File: src/rtl/organ_pkg.sv
// Shared types, codes and ROM layout for the organ song sequencer.
// Define NOTE_GAP_EN to add a silent gap between consecutive notes.
package organ_pkg;

    typedef enum logic [1:0] {
        S_IDLE,
        S_LOAD,
        S_PLAY,
        S_GAP
    } state_t;

    localparam int SHIFT_W   = 2;
    localparam int NOTE_W    = 3;
    localparam int BEATS_W   = 3;
    localparam int ENTRY_W   = SHIFT_W + NOTE_W + BEATS_W;
    localparam int ROM_DEPTH = 64;
    localparam int ADDR_W    = 6;

    localparam logic [NOTE_W-1:0] REST   = 3'd0;
    localparam logic [NOTE_W-1:0] NOTE_C = 3'd1;
    localparam logic [NOTE_W-1:0] NOTE_D = 3'd2;
    localparam logic [NOTE_W-1:0] NOTE_E = 3'd3;
    localparam logic [NOTE_W-1:0] NOTE_F = 3'd4;
    localparam logic [NOTE_W-1:0] NOTE_G = 3'd5;
    localparam logic [NOTE_W-1:0] NOTE_A = 3'd6;
    localparam logic [NOTE_W-1:0] NOTE_B = 3'd7;

    localparam logic [SHIFT_W-1:0] OCT_MID  = 2'd0;
    localparam logic [SHIFT_W-1:0] OCT_LOW  = 2'd1;
    localparam logic [SHIFT_W-1:0] OCT_HIGH = 2'd2;

    localparam logic [BEATS_W-1:0] END_MARKER = 3'd0;

    typedef struct packed {
        logic [SHIFT_W-1:0] shift;
        logic [NOTE_W-1:0]  note;
        logic [BEATS_W-1:0] beats;
    } entry_t;

    typedef logic [ROM_DEPTH-1:0][ENTRY_W-1:0] song_t;

    function automatic logic [ENTRY_W-1:0] mk_entry(
        input logic [SHIFT_W-1:0] s,
        input logic [NOTE_W-1:0]  n,
        input logic [BEATS_W-1:0] b
    );
        return {s, n, b};
    endfunction

    // Lowest pressed key wins; no key pressed gives a rest.
    function automatic logic [NOTE_W-1:0] key_note(input logic [6:0] k);
        logic [NOTE_W-1:0] n;
        n = REST;
        for (int i = 6; i >= 0; i--) begin
            if (k[i]) n = NOTE_W'(i + 1);
        end
        return n;
    endfunction

    function automatic song_t default_song();
        song_t s;
        s = '0;
        s[0] = mk_entry(OCT_MID, NOTE_C, 3'd2);
        s[1] = mk_entry(OCT_MID, NOTE_D, 3'd2);
        s[2] = mk_entry(OCT_MID, NOTE_E, 3'd2);
        s[3] = mk_entry(OCT_MID, NOTE_F, 3'd2);
        s[4] = mk_entry(OCT_MID, NOTE_G, 3'd4);
        s[5] = mk_entry(OCT_MID, REST, 3'd1);
        s[6] = mk_entry(OCT_LOW, NOTE_A, 3'd2);
        s[7] = mk_entry(OCT_LOW, NOTE_B, 3'd2);
        s[8] = mk_entry(OCT_HIGH, NOTE_C, 3'd4);
        s[9] = mk_entry(OCT_MID, REST, END_MARKER);
        return s;
    endfunction

    localparam song_t DEFAULT_SONG = default_song();

endpackage

File: src/rtl/song_rom.sv
// 64x8 song ROM with a registered read port (one-cycle latency).
// Contents come from the SONG parameter.
module song_rom
    import organ_pkg::*;
#(
    parameter song_t SONG = DEFAULT_SONG
) (
    input  logic              clk,
    input  logic [ADDR_W-1:0] raddr,
    output entry_t            rdata
);

    always_ff @(posedge clk) begin
        rdata <= SONG[raddr];
    end

endmodule

File: src/rtl/song_sequencer.sv
// Plays a ROM song into the tone generator, or follows the live keyboard when idle.
// Define NOTE_GAP_EN to insert GAP_CYCLES of silence between notes.
module song_sequencer
    import organ_pkg::*;
#(
    parameter int    BEAT_CYCLES = 25_000_000,
    parameter int    GAP_CYCLES  = 2_500_000,
    parameter song_t SONG        = DEFAULT_SONG
) (
    input  logic              clk,
    input  logic              rst,
    input  logic              start,
    input  logic              stop,
    input  logic              pause,
    input  logic [6:0]        key,
    input  logic [1:0]        key_shift,
    output logic [1:0]        shift,
    output logic [2:0]        note,
    output logic              en,
    output logic              busy,
    output logic              done,
    output logic [ADDR_W-1:0] addr
);

    localparam int PLAY_MAX = 7 * BEAT_CYCLES;
    localparam int CNT_MAX  = (GAP_CYCLES > PLAY_MAX) ? GAP_CYCLES : PLAY_MAX;
    localparam int CNT_W    = $clog2(CNT_MAX + 1);

    typedef logic [CNT_W-1:0]  cnt_t;
    typedef logic [ADDR_W-1:0] addr_t;

    state_t state;
    cnt_t   cnt;
    entry_t ent;
    addr_t  addr_nxt;
    logic   start_ok;
    logic   cnt_zero;
    logic   adv;

    assign start_ok = start && !stop;
    assign cnt_zero = !pause && (cnt == '0);

`ifdef NOTE_GAP_EN
    assign adv = (state == S_GAP) && cnt_zero;
`else
    assign adv = (state == S_PLAY) && cnt_zero && (addr != '1);
`endif

    // The ROM is addressed with the next address so the entry is ready at LOAD exit.
    always_comb begin
        addr_nxt = addr;
        if (rst) begin
            addr_nxt = '0;
        end else if (state == S_IDLE) begin
            if (start_ok) addr_nxt = '0;
        end else if (!stop && adv) begin
            addr_nxt = addr + addr_t'(1);
        end
    end

    song_rom #(.SONG(SONG)) u_rom (
        .clk   (clk),
        .raddr (addr_nxt),
        .rdata (ent)
    );

    always_ff @(posedge clk) begin
        if (rst) begin
            state <= S_IDLE;
            addr  <= '0;
            shift <= '0;
            note  <= '0;
            en    <= 1'b0;
            busy  <= 1'b0;
            done  <= 1'b0;
            cnt   <= '0;
        end else begin
            addr <= addr_nxt;
            done <= 1'b0;
            if (state != S_IDLE && stop) begin
                state <= S_IDLE;
                shift <= '0;
                note  <= '0;
                en    <= 1'b0;
                busy  <= 1'b0;
            end else begin
                unique case (state)
                    S_IDLE: begin
                        if (start_ok) begin
                            state <= S_LOAD;
                            busy  <= 1'b1;
                            shift <= '0;
                            note  <= '0;
                            en    <= 1'b0;
                        end else begin
                            shift <= key_shift;
                            note  <= key_note(key);
                            en    <= |key;
                        end
                    end
                    S_LOAD: begin
                        if (ent.beats == END_MARKER) begin
                            state <= S_IDLE;
                            busy  <= 1'b0;
                            done  <= 1'b1;
                            en    <= 1'b0;
                        end else begin
                            state <= S_PLAY;
                            shift <= ent.shift;
                            note  <= ent.note;
                            en    <= (ent.note != REST);
                            cnt   <= cnt_t'(ent.beats) * cnt_t'(BEAT_CYCLES)
                                     - cnt_t'(1);
                        end
                    end
                    S_PLAY: begin
                        if (pause) begin
                            en <= 1'b0;
                        end else if (cnt != '0) begin
                            cnt <= cnt - cnt_t'(1);
                            en  <= (note != REST);
                        end else begin
                            shift <= '0;
                            note  <= '0;
                            en    <= 1'b0;
                            if (addr == '1) begin
                                state <= S_IDLE;
                                busy  <= 1'b0;
                                done  <= 1'b1;
                            end else begin
`ifdef NOTE_GAP_EN
                                state <= S_GAP;
                                cnt   <= cnt_t'(GAP_CYCLES - 1);
`else
                                state <= S_LOAD;
`endif
                            end
                        end
                    end
`ifdef NOTE_GAP_EN
                    S_GAP: begin
                        if (!pause) begin
                            if (cnt != '0) cnt <= cnt - cnt_t'(1);
                            else state <= S_LOAD;
                        end
                    end
`endif
                    default: state <= S_IDLE;
                endcase
            end
        end
    end

endmodule

File: config.mk
export PLATFORM = sky130hd
export DESIGN_NAME = song_sequencer
export DESIGN_NICKNAME = d
export VERILOG_FILES = /design/src/rtl/organ_pkg.sv /design/src/rtl/song_rom.sv /design/src/rtl/song_sequencer.sv
export SDC_FILE = /design/constraint.sdc
export NUM_CORES = 1
export LEC_CHECK = 0
export ABC_AREA = 1
export CAP_MARGIN = 0
export CORE_ASPECT_RATIO = 1.2
export CORE_MARGIN = 1.5
export CORE_UTILIZATION = 45
export DETAILED_ROUTE_END_ITERATION = 6
export GPL_TIMING_DRIVEN = 1
export HOLD_SLACK_MARGIN = 0.03
export SLEW_MARGIN = 25
export SYNTH_ARGS = -nofsm -noshare
export SYNTH_HDL_FRONTEND = slang
export SYNTH_HIERARCHICAL = 1
export SYNTH_SLANG_ARGS = --single-unit
File: constraint.sdc
create_clock -name clk -period 6.5 [get_ports clk]
set_clock_uncertainty 0.2 [all_clocks]
set_input_delay 1.3 -clock clk [delete_from_list [all_inputs] [get_ports clk]]
set_output_delay 1.3 -clock clk [all_outputs]
set_load 0.05 [all_outputs]
* Word level (Yosys, flattened, before mapping)
Memories as Yosys holds them, arrays and structs flattened. A register that Yosys moved wholly into a read port is not among the register bits. Cells that the tools add are included.
Operators by class: add/subtract/negate cells 3, mux-type cells 47, $mul 1, bitwise operators 1, reduce and logical (&&, ||, !) cells 23, equal/unequal tests 11
Operator list (count):
- two-way mux 28 bit | 3
- case mux 28 bit (2 select lines) | 1
- subtractor 28 x 1 -> 28 bit, second input constant | 2
- two-way mux 3 bit | 11
- logical NOT 28 bit | 1
- nonzero test 28 bit | 1
- two-way mux 6 bit | 4
- multiplier 3 x 19 -> 22 bit, second input constant | 1
- two-way mux 2 bit | 8
- two-way mux 1 bit | 14
- case mux 2 bit (3 select lines) | 2
- != test 2 bit, second input constant | 5
- case mux 3 bit (3 select lines) | 1
- nonzero test 3 bit | 3
- OR reduction 7 bit | 1
- adder 6 x 1 -> 6 bit, second input constant | 1
- equality test 6 bit, second input constant | 1
- logical AND 1 bit | 6
- != test 6 bit, second input constant | 1
- case mux 1 bit (3 select lines) | 2
- AND reduction 6 bit | 1
- AND reduction 5 bit | 1
- != test 2 x 1 -> 1 bit, second input constant | 2
- AND reduction 4 bit | 1
- 10 further kinds | 12
Storage, ports and cells: output and inout bits 14, register bits 44, input port bits 14, memories 1, ROM bits 512
Memory list:
- (no name shown) | depth 64, width 8, rd ports 1, clocked after Yosys merged registers in 1, write ports 0, RTL line song_rom.sv:14 | rdata <= SONG[raddr];

* Longest topological paths before layout
Gate-level depths: netlist of the first run.
word-level depth 9, depth in mapped cells 19

* Modules after synthesis
Netlist of the first run, hierarchy kept.
By module, submodules not included:
- song_sequencer | cells an instance 689, instances 1, area an instance 4176.5 µm²
- song_rom | cells an instance 40, instances 1, area an instance 309.0 µm²

* Worst setup path after synthesis of the first run
Ideal clock, no wire load.
path type input -> register, from in pause, to reg u_rom/rdata[3] (netlist name), required time 6.185 ns, data arrival time 2.717 ns, setup slack 3.468 ns, setup time 0.115 ns, cell stages on the path 14, cell sequence inv_1 -> nand4_2 -> nor2_4 -> nor2_1 -> nor2_1 -> o21ai_1 -> a21oi_1 -> inv_1 -> ha_1 -> inv_1 -> nand2_1 -> nand2_1 -> nand2_1 -> nand2_1
Between the ends: word-level cells in the longest chain between the ends 8
Ends and longest elaborated chain:
- start, declared | RTL line song_sequencer.sv:14 | input logic pause,
- logical NOT 1 bit | RTL line song_sequencer.sv:41 | assign cnt_zero = !pause && (cnt == '0);
- logical AND 1 bit | RTL line song_sequencer.sv:41
- logical AND 1 bit (2 in a row) | RTL line song_sequencer.sv:46 | assign adv = (state == S_PLAY) && cnt_zero && (addr != '1);
- logical AND 1 bit | RTL line song_sequencer.sv:56 | end else if (!stop && adv) begin
- two-way mux 6 bit | RTL line song_sequencer.sv:56
- two-way mux 6 bit | RTL line song_sequencer.sv:54 | end else if (state == S_IDLE) begin
- two-way mux 6 bit | RTL line song_sequencer.sv:52 | if (rst) begin
- via addr_nxt[1] | RTL line song_sequencer.sv:35 | addr_t addr_nxt;
The timed path passes the listed nets, and every way through them passes these cells. A chain may end at the register's enable or synchronous reset.

* Final worst setup path of the first run
from in pause, to reg cnt[13]
Between the ends: word-level cells in the longest chain between the ends 2
Ends and longest elaborated chain:
- != test 2 bit (no source line)
- AND reduction 5 bit (no source line)
- end signal, assigned | RTL line song_sequencer.sv:112 | cnt <= cnt_t'(ent.beats) * cnt_t'(BEAT_CYCLES)
- end signal, assigned | RTL line song_sequencer.sv:120 | cnt <= cnt - cnt_t'(1);
- end, declared | RTL line song_sequencer.sv:33 | cnt_t cnt;
Every way passes these cells.

==> run summary, run 1 <==
Final Hold Viols = 0
CP peak stage delay = 0.55 ns
CTS root buffer = clkbuf_16
CP Capture Type = register
Drt first pass iters = 7
Largest family of logic cells by synthesized area = simple AND/OR/NAND/NOR gates
Final setup violation count = 0
Internal = 1.11 mW
Tot Pwr = 2.50 mW
Pwr per Cell Area = 502 nW/µm²
Gpl congestion = 0.912
Status = finished clean
Final HPWL DP = 9330 µm
Reg2reg end = cnt[27]
# diodes = 0
Synth warnings = 6
Crit path DAT = 3.60 ns
Io pins = 28
Total track usage = 23.3%
Vias in the first global route = 4199
WHS Endpoint = busy
Psw = 1.39 mW
Tcrit/Tclk final = 55.4%
Vias per cell = 5.25
Die Area = 10600 µm²
Total negative slack = 0 ns
Xor and xnor area share after synthesis = 2.54%
Fmax = 277 MHz
Worst R2R Path Depth = 17
Post-Syn Area = 4490 µm²
CTS tree = built
Nets@finish = 789
Num CTS Buffers = 5
Global-route wire length before repair = 19700 µm
WL final = 11900 µm
Final std cells w/o fill = 873
Post-CTS setup buffers = 0
Cell Area, Placed = 4830 µm²
DRC viols = 0
Flop pwr share = 21.1%
Power share of the clock group = 11.3%
Layout cell share with drive strength beyond 1 = 8.93%
Worst vdd ir = 0.186 mV
CTS H-tree lvls = 2
Max capacitance violation total = 0
Crit-path cells = clkdlybuf4s50_1 -> nand2_1 -> o21ai_0 -> nor3_1 -> nand2_2 -> inv_2 -> nand3_1 -> a21oi_1 -> nor2_1
Starting Density = 46.7%
Slowest stage cell, crit path = inv_2
Seq/Total Area, Yosys = 23.2%
Placed Cells = 865
Hold depth = 2
Nature of the critical path startpoint = input port
Synth cell types = 43
Core area = 9610 µm²
CP required = 6.49 ns
Net switching fraction of the power = 55.5%
Unrepaired setup endpoints after global routing = false
Worst Setup Path Type = in -> reg
Detail Route Antenna Nets = 0
Hold_buf cts = 0
Fin area = 4980 µm²
Multiplexer area fraction after synthesis = 0%
Slew @ Worst Pin = 0.785 ns
Maximum fanout along the worst path = 34
Placement-stage worst setup slack = 2.61 ns
Synth Area in Adders = 7.75%
Worst R2R Setup Slack = 2.98 ns
Clk buf depth = 2
Setup ws final = 2.90 ns
PortBufs = 27
Wire per inst = 13.6 µm
Clock-pin slew on the worst setup and hold paths = 0.08 ns
Initial antenna violation count = 0
Number of DRC markers in iteration 0 = 370
Total grt overflow = 0
Gate Count Post-Synth = 729
Fin. max-slew vios = 0
Worst-Skew Late Latency = 0.30 ns
Vert. Die Dim = 112 µm
Seq cells post-synth = 52
Worst min path class = reg -> reg
Max_slew headroom = 47.6%
Combinational share of power = 67.6%
Largest net degree at the start of global routing = 35
Launch point of the worst reg-to-reg path = u_rom/rdata[0]
Area Overhead vs Synth = 11.1%
Die W = 94.1 µm
Leak = 2.27 nW
Post-Synth Simple-Gate Area = 38.6%
CTS sink count = 52
Core Rows = 39
Syn_nets = 769
HP Start = busy
Average size of a mapped cell = 6.15 µm²
Synth Area in Compound Gates = 16.8%
Final min period = 3.60 ns
DR vias = 4586
Post-CTS Resized = 0
==> layout by cell type (no fill, tap or decap), types with 3 or more instances in the layout <==
master,Yosys,routed
nor2_4,5,5
a211oi_1,4,4
inv_2,9,9
o21ai_0,51,51
nand3_1,51,51
clkbuf_16,0,5
nor2_1,91,91
a21oi_1,49,49
a31oi_1,10,10
nand2_2,15,15
nand4_1,16,16
ha_1,23,23
xnor2_1,4,4
clkdlybuf4s50_1,0,27
xor2_1,9,9
dfxtp_1,52,52
nor4_1,4,4
nor3_1,14,14
nand2_1,159,159
fa_1,3,3
inv_1,96,96
nand4_2,3,3
nor2_2,17,17
o21ai_1,6,6
==> metal layers <==
layer	up-vias	global-route usage, %	part of all wire [%]
met4	0	5.27	1.4
met5	-	0	0
met3	11	3.05	3.9
li1	2416	-	-
met2	87	38.8	48
met1	2072	31.8	47
==> final cells by class <==
class | count | area (µm²)
Clock buffer | 5 | 125
Clock inverter | 3 | 28.8
Fill cell | 985 | 4630
Inverter | 107 | 404
Multi-Input combinational cell | 554 | 2950
Sequential cell | 52 | 1040
Tap cell | 123 | 154
Timing Repair Buffer | 29 | 285
==> power groups by stage <==
stage	Sequential, mW	Clock [mW]	Combinational [mW]
after floorplan	0.606	0	1.24
after detailed placement	0.535	0	1.68
final	0.527	0.283	1.69
after global routing	0.546	0.304	1.91
after global placement	0.531	0	1.67
after CTS	0.528	0.290	1.69
==> Yosys cell counts (all sizes together) <==
cell type | number | area share [%]
o21bai | 1 | 0.17
a311oi | 3 | 0.73
o21ai | 58 | 6.6
nor3 | 14 | 1.6
a21oi | 49 | 5.5
fa | 3 | 1.3
nor4 | 4 | 0.56
clkbuf | 6 | 0.50
buf | 10 | 1.6
nor3b | 2 | 0.33
a22oi | 1 | 0.17
nand2 | 174 | 15
ha | 23 | 6.4
dfxtp | 52 | 23
a211oi | 6 | 1.2
o21a | 2 | 0.33
o32ai | 1 | 0.20
inv | 106 | 8.9
nor2 | 113 | 11
o211ai | 1 | 0.17
nand4 | 19 | 3.1
xor2 | 9 | 1.8
or2 | 2 | 0.28
xnor2 | 4 | 0.78
a31oi | 10 | 1.4
o221ai | 1 | 0.20
o311ai | 1 | 0.20
clkinv | 1 | 0.084
nand3 | 53 | 6.1
==> critical path: cells and delay by family <==
kind,cells,cell delay (ns)
and+or+nand+nor,5,1.00
AOI/OAI and AO/OA,2,0.26
buffers and inverters,2,1.03
==> registers in the layout, indices dropped and copies added (netlist names) <==
name / count
addr: 6
busy: 1
cnt: 28
done: 1
en: 1
note: 3
shift: 2
state: 2
u_rom/rdata: 8
==> how the worst max path moves through the flow <==
stage          start              to  slack, ns  cells past startpoint
6_report       pause         cnt[13]       2.90                      9
5_1_grt        pause          cnt[4]       2.65                      8
4_1_cts        pause         cnt[13]       2.92                      9
3_5_place_dp   pause         cnt[13]       2.61                      9
3_3_place_gp     rst  u_rom/rdata[4]       2.68                      9
2_1_floorplan  pause  u_rom/rdata[3]       3.47                     14
==> cell families after synthesis <==
logic type / count (synthesis)
compound gates: 134
simple gates: 381
buf+inv: 123
fa+ha+maj: 26
xor+xnor: 13
flops: 52
==> stage by stage <==
step / utilization, % / hold slack, ns
6_report: 51.8 / 0.255
5_1_grt: 51.8 / 0.263
4_1_cts: 51.8 / 0.257
3_5_place_dp: 50.2 / 0.245
3_3_place_gp: 50.2 / 0.237
2_1_floorplan: - / 0.248
Power figures use the tool's default switching activity.
==> run 2: changes to the inputs <==
clock period = 3.6 ns   (was 6.5 ns; I/O delays follow)
==> run summary, run 2 (synthesis results as in run 1) <==
Total grt overflow = 0 (unchanged)
Gpl congestion = 0.945 (+3.6%)
CP required = 3.63 ns (-2.86 ns)
CTS tree = built
Status = finished clean
Setup ws final = 0.307 ns (-2.59 ns)
Fmax = 304 MHz
CP most frequent cell = nand2_1
Reg2reg end = cnt[27]
Worst Setup Path Type = reg -> reg
Nature of the critical path startpoint = register
Drt first pass iters = 5 (-2)
Final min period = 3.29 ns
Die Area = 10600 µm² (unchanged)
Launch point of the worst reg-to-reg path = u_rom/rdata[0]
Setup crit end = cnt[27]
Fin. max-slew vios = 0 (unchanged)
Max_slew headroom = 43.8% (-3.8 points)
Worst min path class = reg -> reg
Hold_buf cts = 0 (unchanged)
CTS root buffer = clkbuf_16
CP Depth = 17 (+8)
Nets@finish = 794 (+0.63%)
Setup crit start = u_rom/rdata[0]
DR vias = 4596 (+0.22%)
Crit path DAT = 3.33 ns (-0.27 ns)
Post-CTS setup buffers = 0 (unchanged)
Final setup violation count = 0 (unchanged)
Placement-stage worst setup slack = 0.261 ns (-2.35 ns)
Number of fill cells = 1010 (+2.5%)
Worst-Skew Late Latency = 0.30 ns (about the same)
Placed Cells = 870 (+0.58%)
Vias per cell = 5.23 (-0.35%)
Crit-path cells = fa_1 -> ha_2 -> inv_1 -> fa_1 -> inv_1 -> nand3_1 -> nand2_2 -> nand2_1 -> nand2_2 -> nand3_1 -> nor2_1 -> nand2_1 -> nor2_2 -> nand2_1 -> nand2_1 -> nand2_1 -> a21oi_1
Core Rows = 39 (unchanged)
Total track usage = 24.2% (+0.93 points)
Unrepaired setup endpoints after global routing = false
Vias in the first global route = 4457 (+6.1%)
Global-route wire length before repair = 20500 µm (+3.7%)
Maximum fanout along the worst path = 7 (-79%)
Tot Pwr = 4.59 mW (+84%)
Max reg flops = 28 (unchanged)
Detail Route Antenna Nets = 0 (unchanged)
Hold slack = 0.250 ns (-0.00523 ns)
WL final = 12300 µm (+3.5%)
Final Hold Viols = 0 (unchanged)
Final std cells w/o fill = 878 (+0.57%)
Crit path max-delay family = adder cells
CP peak stage delay = 0.61 ns (+0.06 ns)
Num CTS Buffers = 5 (unchanged)
Largest regs = cnt: 28 flops, u_rom/rdata: 8 flops, addr: 6 flops
Vert. Die Dim = 112 µm (unchanged)
Most frequent cells in the layout = 159 x nand2_1, 96 x inv_1, 90 x nor2_1
Starting Density = 46.7% (unchanged)
CP Capture Type = register
Largest net degree at the start of global routing = 35 (unchanged)
Worst vdd ir = 0.362 mV (+95%)
PortBufs = 27 (unchanged)
Worst R2R Path Depth = 17 (unchanged)
CTS H-tree lvls = 2 (unchanged)
Area Overhead vs Synth = 12.0%
# diodes = 0 (unchanged)
Tcrit/Tclk final = 91.5%
HP Start = busy
Number of DRC markers in iteration 0 = 191 (-48%)
Clock-pin slew on the worst setup and hold paths = 0.07 ns (about the same)
Layout cell share with drive strength beyond 1 = 9.93% (+1.0 points)
Slowest stage cell, crit path = fa_1
Slew @ Worst Pin = 0.842 ns (+0.0569 ns)
Core area = 9610 µm² (unchanged)
Commonest non-fill, non-tap cell in the layout = nand2_1
Io pins = 28 (unchanged)
Max capacitance violation total = 0 (unchanged)
Final HPWL DP = 9640 µm (+3.3%)
Worst R2R Setup Slack = 0.31 ns (-2.67 ns)
WP buf/inv = 2 (unchanged)
Initial antenna violation count = 0 (unchanged)
Leak = 2.29 nW (+0.78%)
Total negative slack = 0 ns (unchanged)
Clk buf depth = 2 (unchanged)
Wire per inst = 14.0 µm (+2.9%)
DRC viols = 0 (unchanged)
Die W = 94.1 µm (unchanged)
Pwr per Cell Area = 914 nW/µm² (+82%)
Largest register by flop count = cnt
CTS sink count = 52 (unchanged)
[run 2: worst reg2reg max path: stages, from the launching register on]
cell and delay, ns:
dfxtp_2 0.37, fa_1 0.61, ha_2 0.23, inv_1 0.08, fa_1 0.43, inv_1 0.13
nand3_1 0.12, nand2_2 0.11, nand2_1 0.07, nand2_2 0.08, nand3_1 0.09, nor2_1 0.17
nand2_1 0.10, nor2_2 0.13, nand2_1 0.06, nand2_1 0.05, nand2_1 0.06, a21oi_1 0.15
[run 2: cell type report]
type                    count  area, µm²  area share [%]
inverters                 107        404            8.04
clock buffers               5        125            2.49
multi-input cells         554       2950            58.7
well taps                 123        154            3.06
flip-flops and latches     52       1040            20.7
clock inverters             3       25.0           0.498
repair buffers             34        323            6.43
[run 2: worst min path at each step]
stage	end	slack, ns	cells past startpoint
2_1_floorplan	shift[0]	0.25	2
3_3_place_gp	busy	0.24	2
3_5_place_dp	busy	0.24	2
4_1_cts	busy	0.26	2
5_1_grt	busy	0.27	2
6_report	busy	0.25	2
[run 2: metal layers]
metal | routed length [µm] | share of wire [%] | GRT usage (%)
met5 | 0 | 0 | 0
met2 | 5880 | 48 | 40.3
met4 | 144 | 1.2 | 6.97
met1 | 5940 | 48 | 32.5
met3 | 358 | 2.9 | 3.12
[run 2: report_power, final]
group	switching [mW]	total [mW]	internal (mW)	leakage, nW
clock network	0.237	0.501	0.263	0.0708
registers	0.179	0.951	0.771	0.428
logic	2.14	3.14	0.997	1.79
total	2.56	4.59	2.03	2.29
[run 2: metrics by stage]
stage	util [%]	cell area [µm²]
after CTS	52.2	5020
after detailed placement	50.6	4870
final	52.3	5020
after global placement	50.6	4870
after floorplan	-	4490
after global routing	52.3	5020
[run 2: repair_timing]
| item | CTS | global route |
|---|---|---|
| resized for setup | 0 | 3 |
| endpoints found under the hold margin | 0 | 0 |
| setup endpoints to repair | 0 | 5 |
==> run 3: changes to the inputs <==
--- a/constraint.sdc
+++ b/constraint.sdc
@@ -4,2 +4,2 @@
 set_output_delay 0.72 -clock clk [all_outputs]
-set_load 0.05 [all_outputs]
+set_load 0.02 [all_outputs]
==> results of run 3 <==
Same layout as run 2 (identical final DEF). Status: finished clean.
Main changes from that run: total power 4.59 mW -> 4.48 mW
